===== src/rtl/fm_wm_comb_controller.sv =====
// Combination-stage (FM x WM) sequencer and MAC for the GCN accelerator.
// Streams one feature-matrix row against every weight-matrix column, builds
// the full output row, and hands it downstream on a valid/ready port.
module fm_wm_comb_controller #(
  parameter int FEATURE_ROWS = 6,
  parameter int FEATURE_COLS = 96,
  parameter int WEIGHT_COLS  = 3,
  parameter int FM_WIDTH     = 5,
  parameter int WM_WIDTH     = 5,
  parameter int DOT_WIDTH    = 16,
  parameter int ROW_BW       = $clog2(FEATURE_ROWS),
  parameter int K_BW         = $clog2(FEATURE_COLS),
  parameter int C_BW         = $clog2(WEIGHT_COLS)
) (
  input  logic                             clk,
  input  logic                             reset,
  input  logic                             start,
  output logic                             fm_read_en,
  output logic [ROW_BW-1:0]                fm_row_addr,
  output logic [K_BW-1:0]                  fm_col_addr,
  input  logic [FM_WIDTH-1:0]              fm_read_data,
  output logic                             wm_read_en,
  output logic [K_BW-1:0]                  wm_row_addr,
  output logic [C_BW-1:0]                  wm_col_addr,
  input  logic [WM_WIDTH-1:0]              wm_read_data,
  output logic                             comb_valid,
  input  logic                             comb_ready,
  output logic [WEIGHT_COLS*DOT_WIDTH-1:0] comb_data,
  output logic                             enable_comb_row_counter,
  output logic                             busy,
  output logic                             done
);

  localparam int PROD_W = FM_WIDTH + WM_WIDTH;

  localparam logic [2:0] S_IDLE  = 3'd0;
  localparam logic [2:0] S_MAC   = 3'd1;
  localparam logic [2:0] S_DRAIN = 3'd2;
  localparam logic [2:0] S_OUT   = 3'd3;
  localparam logic [2:0] S_DONE  = 3'd4;

  localparam logic [ROW_BW-1:0] R_LAST = ROW_BW'(FEATURE_ROWS - 1);
  localparam logic [K_BW-1:0]   K_LAST = K_BW'(FEATURE_COLS - 1);
  localparam logic [C_BW-1:0]   C_LAST = C_BW'(WEIGHT_COLS - 1);

  logic [2:0]           state;
  logic [ROW_BW-1:0]    r;
  logic [K_BW-1:0]      k;
  logic [C_BW-1:0]      c;
  logic [DOT_WIDTH-1:0] acc;
  logic [PROD_W-1:0]    prod;
  logic [DOT_WIDTH-1:0] sum;

  // Product of the data returned for last cycle's read; the sum wraps modulo 2^DOT_WIDTH.
  assign prod = PROD_W'(fm_read_data) * PROD_W'(wm_read_data);
  assign sum  = acc + DOT_WIDTH'(prod);

  // Strobes, addresses and status are pure decodes of the state and counters.
  assign fm_read_en              = (state == S_MAC);
  assign wm_read_en              = (state == S_MAC);
  assign fm_row_addr             = r;
  assign fm_col_addr             = k;
  assign wm_row_addr             = k;
  assign wm_col_addr             = c;
  assign comb_valid              = (state == S_OUT);
  assign enable_comb_row_counter = comb_valid & comb_ready;
  assign busy                    = (state != S_IDLE);
  assign done                    = (state == S_DONE);

  // Sequencer, accumulator and output row register.
  // NOTE: every register here uses non-blocking assignment so all updates
  // see the values from before the edge, regardless of statement order.
  always_ff @(posedge clk or negedge reset) begin
    if (!reset) begin
      state     <= S_IDLE;
      r         <= '0;
      k         <= '0;
      c         <= '0;
      acc       <= '0;
      comb_data <= '0;
    end else begin
      case (state)
        S_IDLE: begin
          if (start) begin
            r     <= '0;
            c     <= '0;
            k     <= '0;
            state <= S_MAC;
          end
        end
        S_MAC: begin
          // At k=0 the returning data is stale, so clearing here makes the
          // first real product load straight into the accumulator.
          acc <= (k == '0) ? '0 : sum;
          if (k == K_LAST) begin
            k     <= '0;
            state <= S_DRAIN;
          end else begin
            k <= k + 1'b1;
          end
        end
        S_DRAIN: begin
          comb_data[c*DOT_WIDTH +: DOT_WIDTH] <= sum;
          if (c == C_LAST) begin
            c     <= '0;
            state <= S_OUT;
          end else begin
            c     <= c + 1'b1;
            state <= S_MAC;
          end
        end
        S_OUT: begin
          if (comb_ready) begin
            if (r == R_LAST) begin
              r     <= '0;
              state <= S_DONE;
            end else begin
              r     <= r + 1'b1;
              state <= S_MAC;
            end
          end
        end
        S_DONE:  state <= S_IDLE;
        default: state <= S_IDLE;
      endcase
    end
  end

endmodule

===== config.mk =====
export PLATFORM = sky130hd
export DESIGN_NAME = fm_wm_comb_controller
export DESIGN_NICKNAME = d
export VERILOG_FILES = /design/src/rtl/fm_wm_comb_controller.sv
export SDC_FILE = /design/constraint.sdc
export NUM_CORES = 1
export LEC_CHECK = 0
export BUFFER_PORTS_ARGS = -buffer_cell sky130_fd_sc_hd__buf_4
export CAP_MARGIN = 25
export CORE_MARGIN = 1.5
export CORE_UTILIZATION = 40
export DETAILED_ROUTE_END_ITERATION = 8
export SLEW_MARGIN = 20
export SYNTH_ARGS = -nofsm -noshare
export SYNTH_HDL_FRONTEND = slang
export SYNTH_SLANG_ARGS = --single-unit

===== constraint.sdc =====
create_clock -name clk -period 10.75 [get_ports clk]
set_input_delay 1.075 -clock clk [delete_from_list [all_inputs] [get_ports clk]]
set_output_delay 1.075 -clock clk [all_outputs]
set_load 0.02 [all_outputs]

==> results of run 1 <==
cells in the final DEF (no fill, tap or decap), types with 3 or more instances in the layout:
master / Yosys / final
sky130_fd_sc_hd__buf_4: 9 / 86
sky130_fd_sc_hd__dfrtp_1: 79 / 79
sky130_fd_sc_hd__nand2_1: 60 / 60
sky130_fd_sc_hd__inv_1: 39 / 39
sky130_fd_sc_hd__a22o_1: 27 / 27
sky130_fd_sc_hd__o21ai_0: 26 / 26
sky130_fd_sc_hd__ha_1: 26 / 26
sky130_fd_sc_hd__and2_1: 20 / 20
sky130_fd_sc_hd__nor2_1: 19 / 19
sky130_fd_sc_hd__fa_1: 17 / 17
sky130_fd_sc_hd__nand3_1: 13 / 13
sky130_fd_sc_hd__clkbuf_16: 0 / 9
sky130_fd_sc_hd__o2111ai_1: 8 / 8
sky130_fd_sc_hd__nand4_1: 8 / 8
sky130_fd_sc_hd__o211ai_1: 7 / 7
sky130_fd_sc_hd__nand2b_1: 6 / 6
sky130_fd_sc_hd__nor3_1: 6 / 6
sky130_fd_sc_hd__o21ai_1: 6 / 6
sky130_fd_sc_hd__o31ai_1: 6 / 6
sky130_fd_sc_hd__a21oi_1: 5 / 5
sky130_fd_sc_hd__xnor2_1: 5 / 5
sky130_fd_sc_hd__a21o_1: 5 / 5
sky130_fd_sc_hd__or3_1: 4 / 4
sky130_fd_sc_hd__and4_1: 4 / 4
sky130_fd_sc_hd__a32o_1: 4 / 4
sky130_fd_sc_hd__clkbuf_8: 0 / 4
sky130_fd_sc_hd__nor3b_1: 3 / 3
sky130_fd_sc_hd__xor2_1: 3 / 3
sky130_fd_sc_hd__a31o_2: 3 / 3
sky130_fd_sc_hd__a221o_1: 3 / 3
sky130_fd_sc_hd__a211oi_1: 3 / 3
sky130_fd_sc_hd__nor2b_1: 3 / 3
worst max-delay path, delay by kind of cell:
kind,cells,cell delay [ps]
AOI/OAI and AO/OA,3,870
adders and majority gates,4,1970
buffers and inverters,3,220
and+or+nand+nor,2,510
power breakdown:
part / switching (mW) / internal, mW
logic: 0.435 / 0.287
clock network: 0.120 / 0.229
registers: 0.0683 / 0.351
total: 0.623 / 0.867
layout make-up:
class / count / area (um^2)
fillers: 1064 / 5720
multi-input cells: 330 / 2490
flip-flops and latches: 79 / 1980
repair buffers: 87 / 657
clock buffers: 14 / 284
well taps: 143 / 179
inverters: 39 / 146
clock inverters: 2 / 60.1
metal layers:
metal / global-route usage, % / wire, um / vias to the layer above
li1: - / - / 1826
met1: 28.6 / 5620 / 1893
met2: 33.7 / 5860 / 105
met3: 3.24 / 676 / 15
met4: 6.08 / 142 / 0
met5: 0 / 0 / -
kinds of logic after synthesis:
| kind of cell | Yosys count |
|---|---|
| xor gates and xnor gates | 8 |
| buffers and inverters | 68 |
| AOI/OAI and AO/OA | 115 |
| adders and majority gates | 43 |
| and+or+nand+nor | 164 |
| DFF | 79 |
registers in the layout, indices dropped and copies added, names as in the netlist:
signal and flops:
comb_data 48, acc 16, wm_col_addr 2, fm_row_addr 3, state 3, fm_col_addr 7
through the flow:
step | instance area, um^2 | cells | setup slack (ps)
after global placement | 5440 | 678 | 6030
after floorplan | 4770 | 477 | 6290
after global routing | 5800 | 694 | 6140
final | 5800 | 694 | 6310
after CTS | 5790 | 694 | 6310
after detailed placement | 5440 | 678 | 5980
path summary, 6_finish.rpt:
path                                  to       startpoint  slack (ps)
setup / recovery           comb_data[43]  wm_read_data[4]        6310
hold / removal             comb_data[30]    comb_data[30]         480
setup reg to reg                 acc[10]           acc[4]        7060
hold reg to reg            comb_data[30]    comb_data[30]         480
max in group asynchronous         acc[4]            reset        9450
min in group asynchronous  comb_data[42]            reset         750
==> impl_metrics.toml, run 1 <==
[run_status]
status = "finished with violations"
violated_checks = "design-rule violations"

[synth]
dominant_combinational_cell_family_by_area_after_synthesis = "simple AND/OR/NAND/NOR gates"
synth.ff_latch_count = 79
synthMostInstantiatedCell = "sky130_fd_sc_hd__dfrtp_1"
yosys.area.top_type = "sky130_fd_sc_hd__dfrtp_1"
synth.lib_cells_used.distinct = 58
yosys_warnings = 0
synthDominantCellAreaShare_pct = 41.5
mappedNetlistArea_mm2 = 0.00477
synth_area_per_cell_um2 = 9.99
synth_edf_count = 0
async_flop_share_pct = 100
synth_compound_area_share_pct = 18.2
synth.net_count = 534
mux_contribution_to_synthesized_area_pct = 0
yosys-top-cells-area = "sky130_fd_sc_hd__dfrtp_1 41%, sky130_fd_sc_hd__fa_1 7.1%, sky130_fd_sc_hd__ha_1 6.8%"
most_instantiated_cells_after_synthesis = "79 x sky130_fd_sc_hd__dfrtp_1, 60 x sky130_fd_sc_hd__nand2_1, 39 x sky130_fd_sc_hd__inv_1"
post_synth_fa_ha_maj_area_fraction_pct = 14.0
ys.flop_type = "sky130_fd_sc_hd__dfrtp_1"
share_of_synthesized_cell_area_in_and_or_nand_and_nor_gates_pct = 18.3
postSynthCellCount = 477
post_synth_xor_area_fraction_pct = 1.47
share_of_synthesized_area_occupied_by_flip_flops_and_latches_pct = 41.5

[clock_network]
latest_clock_arrival_within_the_worst_skew_pair_ps = 330
cts_hold_buf = 0
cts_max_path_buffers = 2
cts_root_buffer = "sky130_fd_sc_hd__clkbuf_16"
tritoncts = "built"
htree_num_levels = 3
cts_repair_resize_count = 0
cts_setup_buffers = 0
tritoncts_num_sinks = 79
clk_transition_reported_paths_ps = 60
number_of_clock_buffers_inserted_by_tritoncts = 9

[pwr]
ir_worst_vdd_mv = 0.137
total_power_mw = 1.49
cellPowerDensity_mw_per_mm2 = 257
total_leakage_power_nw = 2.81

[sta]
setup-tns-final_ps = 0
setup_violations = 0
worst_slew_pin_tran_ps = 1030
fmaxAchievable_mhz = 225
post-route-min-period_ps = 4440
final_max_slew_viol_count = 0
fin_crit_sh_pct = 41.3
timing.slew.headroom_pct = 31.0
finalHoldWorstSlack_ps = 480
rsz0062_at_grt = "false"
finalHoldViolCount = 0
finClkSkew_ps = 4.94

[routing]
first_iter_violations = 265
routed-via-count = 3839
post-route-drc-count = 10
route.detailed.wl_per_inst_um = 17.7
drt_pass1_iterations = 7
avgViaCountPerCell = 5.53
ant_nets = 0
drt_wl_total_mm = 12.3

[finish]
area.growth.synth_to_final_pct = 21.6
final_core_utilization_pct = 50.3
drive_above_1_share_pct = 21.8
design.final.nets = 603
ant_diodes = 0

[critical_path]
worstSetupPathType = "in2reg"
crit_path_frequent_cell = "sky130_fd_sc_hd__fa_1"
cp_data_required_time_ps = 10970
slowest_stage = "sky130_fd_sc_hd__fa_1"
rr_worst_depth = 11
crit_arrival_ps = 4650
crit_chain = "buf_4 > and2_1 > fa_1 > fa_1 > inv_1 > fa_1 > inv_1 > ha_1 > a31o_1 > o211a_4 > or3_4 > a32o_1"
startpoint_type = "primary input"
critPathCaptureType = "flip-flop"
worst_path_largest_cell_delay_ps = 560
path_max_fanout = 6

[floorplan]
die_height_um = 112
placeableCoreArea_mm2 = 0.0115
design.die.area_mm2 = 0.0126
die_w_um = 112
num_rows = 39
start_util_pct = 41.4
io-pin-count = 87

[worst_hold_path]
hold_path.class = "reg2reg"
worstHoldPathCells = 2

[global_routing]
grt_pass1_vias = 3889
grt_start_max_net_pins = 80
grt_first_pass_wirelength_mm = 20.4
overflow = 0
gr-usage-all-layers_pct = 20.6
initial_antenna_violation_count = 0

[place]
port_buffers = 86
gpl.final_weighted_congestion = 0.835
place.detailed.hpwl_mm = 8.86

[flow_run]
drv_cap = 0
Power figures use the tool's default switching activity.
==> run 2: changes to the inputs <==
- clock period: 10.75 -> 4.2 ns (I/O delays scaled with it)
==> impl_metrics.toml, run 2 (synthesized netlist as in run 1, its figures left out) <==
[clock_network]
cts_repair_resize_count = 0
cts_max_path_buffers = 2
cts_setup_buffers = 0
clk_transition_reported_paths_ps = 70
cts_hold_buf = 0
latest_clock_arrival_within_the_worst_skew_pair_ps = 340
tritoncts = "built"
cts_root_buffer = "sky130_fd_sc_hd__clkbuf_16"
number_of_clock_buffers_inserted_by_tritoncts = 9
tritoncts_num_sinks = 79
htree_num_levels = 3

[global_routing]
gr-usage-all-layers_pct = 20.7
grt_first_pass_wirelength_mm = 20.2
initial_antenna_violation_count = 0
grt_start_max_net_pins = 80
grt_pass1_vias = 3747
overflow = 0

[critical_path]
crit_arrival_ps = 3990
cp_data_required_time_ps = 4420
startpoint_type = "primary input"
critPathCaptureType = "flip-flop"
path_max_fanout = 6
worstSetupPathType = "in2reg"

[floorplan]
die_height_um = 112
io-pin-count = 87
placeableCoreArea_mm2 = 0.0115
start_util_pct = 41.4
num_rows = 39
die_w_um = 112
design.die.area_mm2 = 0.0126

[finish]
mostFrequentLayoutCell = "sky130_fd_sc_hd__buf_4"
filler_cell_count = 1091
largest_register_ffs = 48
ant_diodes = 0
design.final.nets = 606
most_flops_register = "comb_data"
most-common-layout-cells = "89 x sky130_fd_sc_hd__buf_4, 79 x sky130_fd_sc_hd__dfrtp_1, 60 x sky130_fd_sc_hd__nand2_1"
drive_above_1_share_pct = 22.4
area.growth.synth_to_final_pct = 20.6

[routing]
route.detailed.wl_per_inst_um = 17.7
post-route-drc-count = 10
ant_nets = 0
avgViaCountPerCell = 5.49
first_iter_violations = 227
routed-via-count = 3827
drt_wl_total_mm = 12.4
drt_pass1_iterations = 7

[place]
port_buffers = 86
gpl.final_weighted_congestion = 0.843
place.detailed.hpwl_mm = 8.95

[pwr]
ir_worst_vdd_mv = 0.350
cellPowerDensity_mw_per_mm2 = 650
total_power_mw = 3.74
total_leakage_power_nw = 2.78

[sta]
post-route-min-period_ps = 3770
setup-tns-final_ps = 0
fin_crit_sh_pct = 89.8
final_max_slew_viol_count = 0
finClkSkew_ps = 10.2
rsz0062_at_grt = "false"
setup_violations = 0
worst_slew_pin_tran_ps = 1080
fmaxAchievable_mhz = 265
finalHoldViolCount = 0
timing.slew.headroom_pct = 27.9

[flow_run]
drv_cap = 0

[run_status]
violated_checks = "design-rule violations"
status = "finished with violations"

[worst_hold_path]
hold_path.class = "in2async"
-- run 2: changes by cell type in the layout (fill, tap and decap cells not counted) --
cell,delta
sky130_fd_sc_hd__buf_4,+3
sky130_fd_sc_hd__clkbuf_1,-1
sky130_fd_sc_hd__nor3_4,-1
sky130_fd_sc_hd__clkinvlp_4,+3
sky130_fd_sc_hd__bufinv_16,-2
sky130_fd_sc_hd__inv_6,+3
sky130_fd_sc_hd__nor3_2,+1
sky130_fd_sc_hd__clkinv_2,+1
sky130_fd_sc_hd__clkbuf_8,-4
-- run 2: final timing paths --
check | to | slack, ps | from | cells past startpoint
max | comb_data[43] | 430 | wm_read_data[4] | 12
min | comb_data[3] | 100 | reset | 1
max reg2reg | acc[10] | 540 | acc[4] | 11
min reg2reg | comb_data[35] | 490 | comb_data[35] | 2
max in group asynchronous | comb_data[38] | 3570 | reset | 1
min in group clk | state[2] | 400 | comb_ready | 3
-- run 2: layer usage --
metal  GRT usage, %  routed length [um]
met5              0                   0
met3           4.05                 654
met1           28.9                5750
met2           32.9                5800
met4           5.82                 156
-- run 2: critical path: stages --
cell,delay (ps)
sky130_fd_sc_hd__buf_4,120
sky130_fd_sc_hd__and2_1,160
sky130_fd_sc_hd__fa_1,520
sky130_fd_sc_hd__fa_1,570
sky130_fd_sc_hd__inv_1,60
sky130_fd_sc_hd__fa_1,530
sky130_fd_sc_hd__inv_1,40
sky130_fd_sc_hd__ha_1,350
sky130_fd_sc_hd__a31o_1,300
sky130_fd_sc_hd__o211a_4,290
sky130_fd_sc_hd__or3_4,340
sky130_fd_sc_hd__a32o_1,260
-- run 2: power by group --
| part | total [mW] | switching (mW) | leakage [nW] | internal, mW |
|---|---|---|---|---|
| sequential | 1.07 | 0.175 | 0.942 | 0.899 |
| clock | 0.736 | 0.331 | 0.129 | 0.405 |
| combinational | 1.93 | 1.14 | 1.71 | 0.788 |
| total | 3.74 | 1.65 | 2.78 | 2.09 |
-- run 2: area by class of cell --
class	instances	area (um^2)	share of cell area, %
clock buffer	9	225	3.92
timing repair buffer	90	679	11.8
inverter	39	146	2.55
tap	143	179	3.11
multi-input combinational	330	2490	43.3
clock inverter	7	53.8	0.936
sequential	79	1980	34.4
-- run 2: metrics by stage --
step | hold WS (ps) | area (um^2) | instances | setup WS [ps] | util [%]
floorplan | 124 | 4770 | 477 | 394 | -
global placement | 472 | 5470 | 681 | 138 | 47.5
detailed placement | 476 | 5470 | 681 | 95.0 | 47.5
CTS | 294 | 5740 | 697 | 435 | 49.9
global route | 166 | 5750 | 697 | 254 | 49.9
finish | 100 | 5750 | 697 | 430 | 49.9
==> run 3: changes to the inputs <==
- ABC_AREA: not set -> 1
==> impl_metrics.toml, run 3 <==
[critical_path]
crit_path_end = "comb_data[23]"
r2r_setup_slack_ps = 730
worstSetupPathType = "reg2reg"
startpoint_type = "flip-flop"
cp_data_required_time_ps = 4480
path_max_fanout = 6
critPathCaptureType = "flip-flop"
timing.rr.end = "comb_data[23]"
crit_arrival_ps = 3750
worst_path_largest_cell_delay_ps = 540
crit_chain = "fa_1 > inv_1 > fa_1 > fa_1 > inv_1 > ha_1 > nand2_1 > nor2_1 > nand2_1 > nand3_1 > xor2_1 > nand3_1 > nand2_1"
slowest_stage = "sky130_fd_sc_hd__fa_1"
critical_path.reg2reg.startpoint = "acc[4]"
timing.critical_path.from = "acc[4]"
rr_worst_depth = 13

[floorplan]
die_w_um = 112
design.die.area_mm2 = 0.0125
io-pin-count = 87
die_height_um = 112
num_rows = 39
start_util_pct = 41.3
placeableCoreArea_mm2 = 0.0115

[finish]
most-common-layout-cells = "197 x sky130_fd_sc_hd__nand2_1, 102 x sky130_fd_sc_hd__inv_1, 87 x sky130_fd_sc_hd__buf_4"
post_layout_nonfiller_instances = 825
most_flops_register = "comb_data"
mostFrequentLayoutCell = "sky130_fd_sc_hd__nand2_1"
finish.instance_area_mm2 = 0.00579
drive_above_1_share_pct = 17.2
largest_register_ffs = 48
ant_diodes = 0
filler_cell_count = 1100
area.growth.synth_to_final_pct = 22.3
design.final.nets = 735
seq_area_mm2 = 0.00198
multi_input_comb_area_mm2 = 0.00227

[synth]
yosys_warnings = 0
synth.ff_latch_count = 79
synth_edf_count = 0
synth_area_per_cell_um2 = 7.97
synth.net_count = 651
synthDominantCellAreaShare_pct = 41.8
ys.flop_type = "sky130_fd_sc_hd__dfrtp_1"
mappedNetlistArea_mm2 = 0.00473
most_instantiated_cells_after_synthesis = "197 x sky130_fd_sc_hd__nand2_1, 102 x sky130_fd_sc_hd__inv_1, 79 x sky130_fd_sc_hd__dfrtp_1"
synth.lib_cells_used.distinct = 28
share_of_synthesized_area_occupied_by_flip_flops_and_latches_pct = 41.8
yosys-top-cells-area = "sky130_fd_sc_hd__dfrtp_1 42%, sky130_fd_sc_hd__nand2_1 16%, sky130_fd_sc_hd__inv_1 8.1%"
async_flop_share_pct = 100
yosys.area.top_type = "sky130_fd_sc_hd__dfrtp_1"
synthMostInstantiatedCell = "sky130_fd_sc_hd__nand2_1"
postSynthCellCount = 594

[sta]
post-route-min-period_ps = 3470
fin_crit_sh_pct = 82.7
setup_violations = 0
final_max_slew_viol_count = 0
finClkSkew_ps = 11.2
rsz0062_at_grt = "false"
worst_slew_pin_tran_ps = 745
finalHoldWorstSlack_ps = 99.2
timing.slew.headroom_pct = 50.3
setup-tns-final_ps = 0
finalHoldViolCount = 0
fmaxAchievable_mhz = 288

[pwr]
p_int_mw = 2.69
ir_worst_vdd_mv = 0.422
total_leakage_power_nw = 3.17
power_frac_clock_pct = 15.6
cellPowerDensity_mw_per_mm2 = 883
comb_power_share_pct = 56.8
netSwitchingPower_mw = 2.42
power.share.sequential_pct = 27.6
total_power_mw = 5.11
sw_frac_of_total_pct = 47.4

[clock_network]
latest_clock_arrival_within_the_worst_skew_pair_ps = 340
cts_max_path_buffers = 2
number_of_clock_buffers_inserted_by_tritoncts = 9
cts_hold_buf = 0
cts_setup_buffers = 0
htree_num_levels = 3
tritoncts_num_sinks = 79
cts_root_buffer = "sky130_fd_sc_hd__clkbuf_16"
clk_transition_reported_paths_ps = 70
cts_repair_resize_count = 0
tritoncts = "built"

[worst_hold_path]
hold_path.class = "in2async"

[global_routing]
grt_pass1_vias = 4061
gr-usage-all-layers_pct = 19.6
grt_first_pass_wirelength_mm = 19.7
grt_start_max_net_pins = 80
overflow = 0
initial_antenna_violation_count = 0

[place]
place.detailed.hpwl_mm = 8.88
placement.cell_area_mm2 = 0.00549
dp.cells = 810
port_buffers = 86
gpl.final_weighted_congestion = 0.924

[run_status]
status = "finished, final reports clean"

[routing]
drt_wl_total_mm = 11.8
avgViaCountPerCell = 4.85
first_iter_violations = 271
ant_nets = 0
post-route-drc-count = 0
drt_pass1_iterations = 4
routed-via-count = 4004
route.detailed.wl_per_inst_um = 14.4

[flow_run]
drv_cap = 0
==> run 3: worst min-delay path by stage <==
stage | slack (ps) | cells after the start | to | start
2_1_floorplan | 120 | 0 | acc[0] | reset
3_3_place_gp | 470 | 2 | comb_data[7] | comb_data[7]
3_5_place_dp | 470 | 2 | comb_data[30] | comb_data[30]
4_1_cts | 300 | 1 | fm_col_addr[2] | reset
5_1_grt | 180 | 1 | acc[2] | reset
6_report | 100 | 1 | fm_col_addr[2] | reset
==> run 3: area by class of cell <==
| type | count | share of cell area (%) |
|---|---|---|
| clock buffer | 11 | 4.19 |
| clock inverter | 4 | 0.951 |
| inverter | 107 | 6.94 |
| multi-input combinational | 393 | 39.2 |
| sequential | 79 | 34.2 |
| tap | 143 | 3.09 |
| timing repair buffer | 88 | 11.5 |
==> run 3: kinds of logic after synthesis <==
| logic type | share of synthesized area [%] |
|---|---|
| AOI/OAI and AO/OA | 7.06 |
| DFF | 41.8 |
| adders and majority gates | 14.1 |
| xor gates and xnor gates | 1.30 |
| and+or+nand+nor | 25.5 |
| buffers and inverters | 10.3 |
==> run 3: critical path: cells and delay by family, from the launching register on <==
kind,cells,cell delay [ps]
adders and majority gates,4,1920
and+or+nand+nor,6,630
DFF,1,420
xor gates and xnor gates,1,340
buffers and inverters,2,90
==> run 3: routing by layer <==
layer  wire length (um)  global-route usage [%]  vias up
li1                   -                       -     2014
met1               5280                    25.2     1900
met2               5890                    34.4       82
met3                585                    4.52        8
met4                 81                    2.78        0
met5                  0                       0        -
==> run 3: per-stage QoR <==
step | util (%) | setup WS, ps
final | 50.5 | 729
after global routing | 50.5 | 497
after CTS | 50.4 | 711
after detailed placement | 47.8 | 413
after global placement | 47.8 | 457
after floorplan | - | 826
==> run 3: power by group through the flow <==
stage	sequential, mW	clock [mW]	combinational (mW)
2_1_floorplan	1.69	0	1.59
3_3_place_gp	1.41	0	2.89
3_5_place_dp	1.42	0	2.92
4_1_cts	1.42	0.807	2.93
5_1_grt	1.46	0.837	3.24
6_report	1.41	0.796	2.90
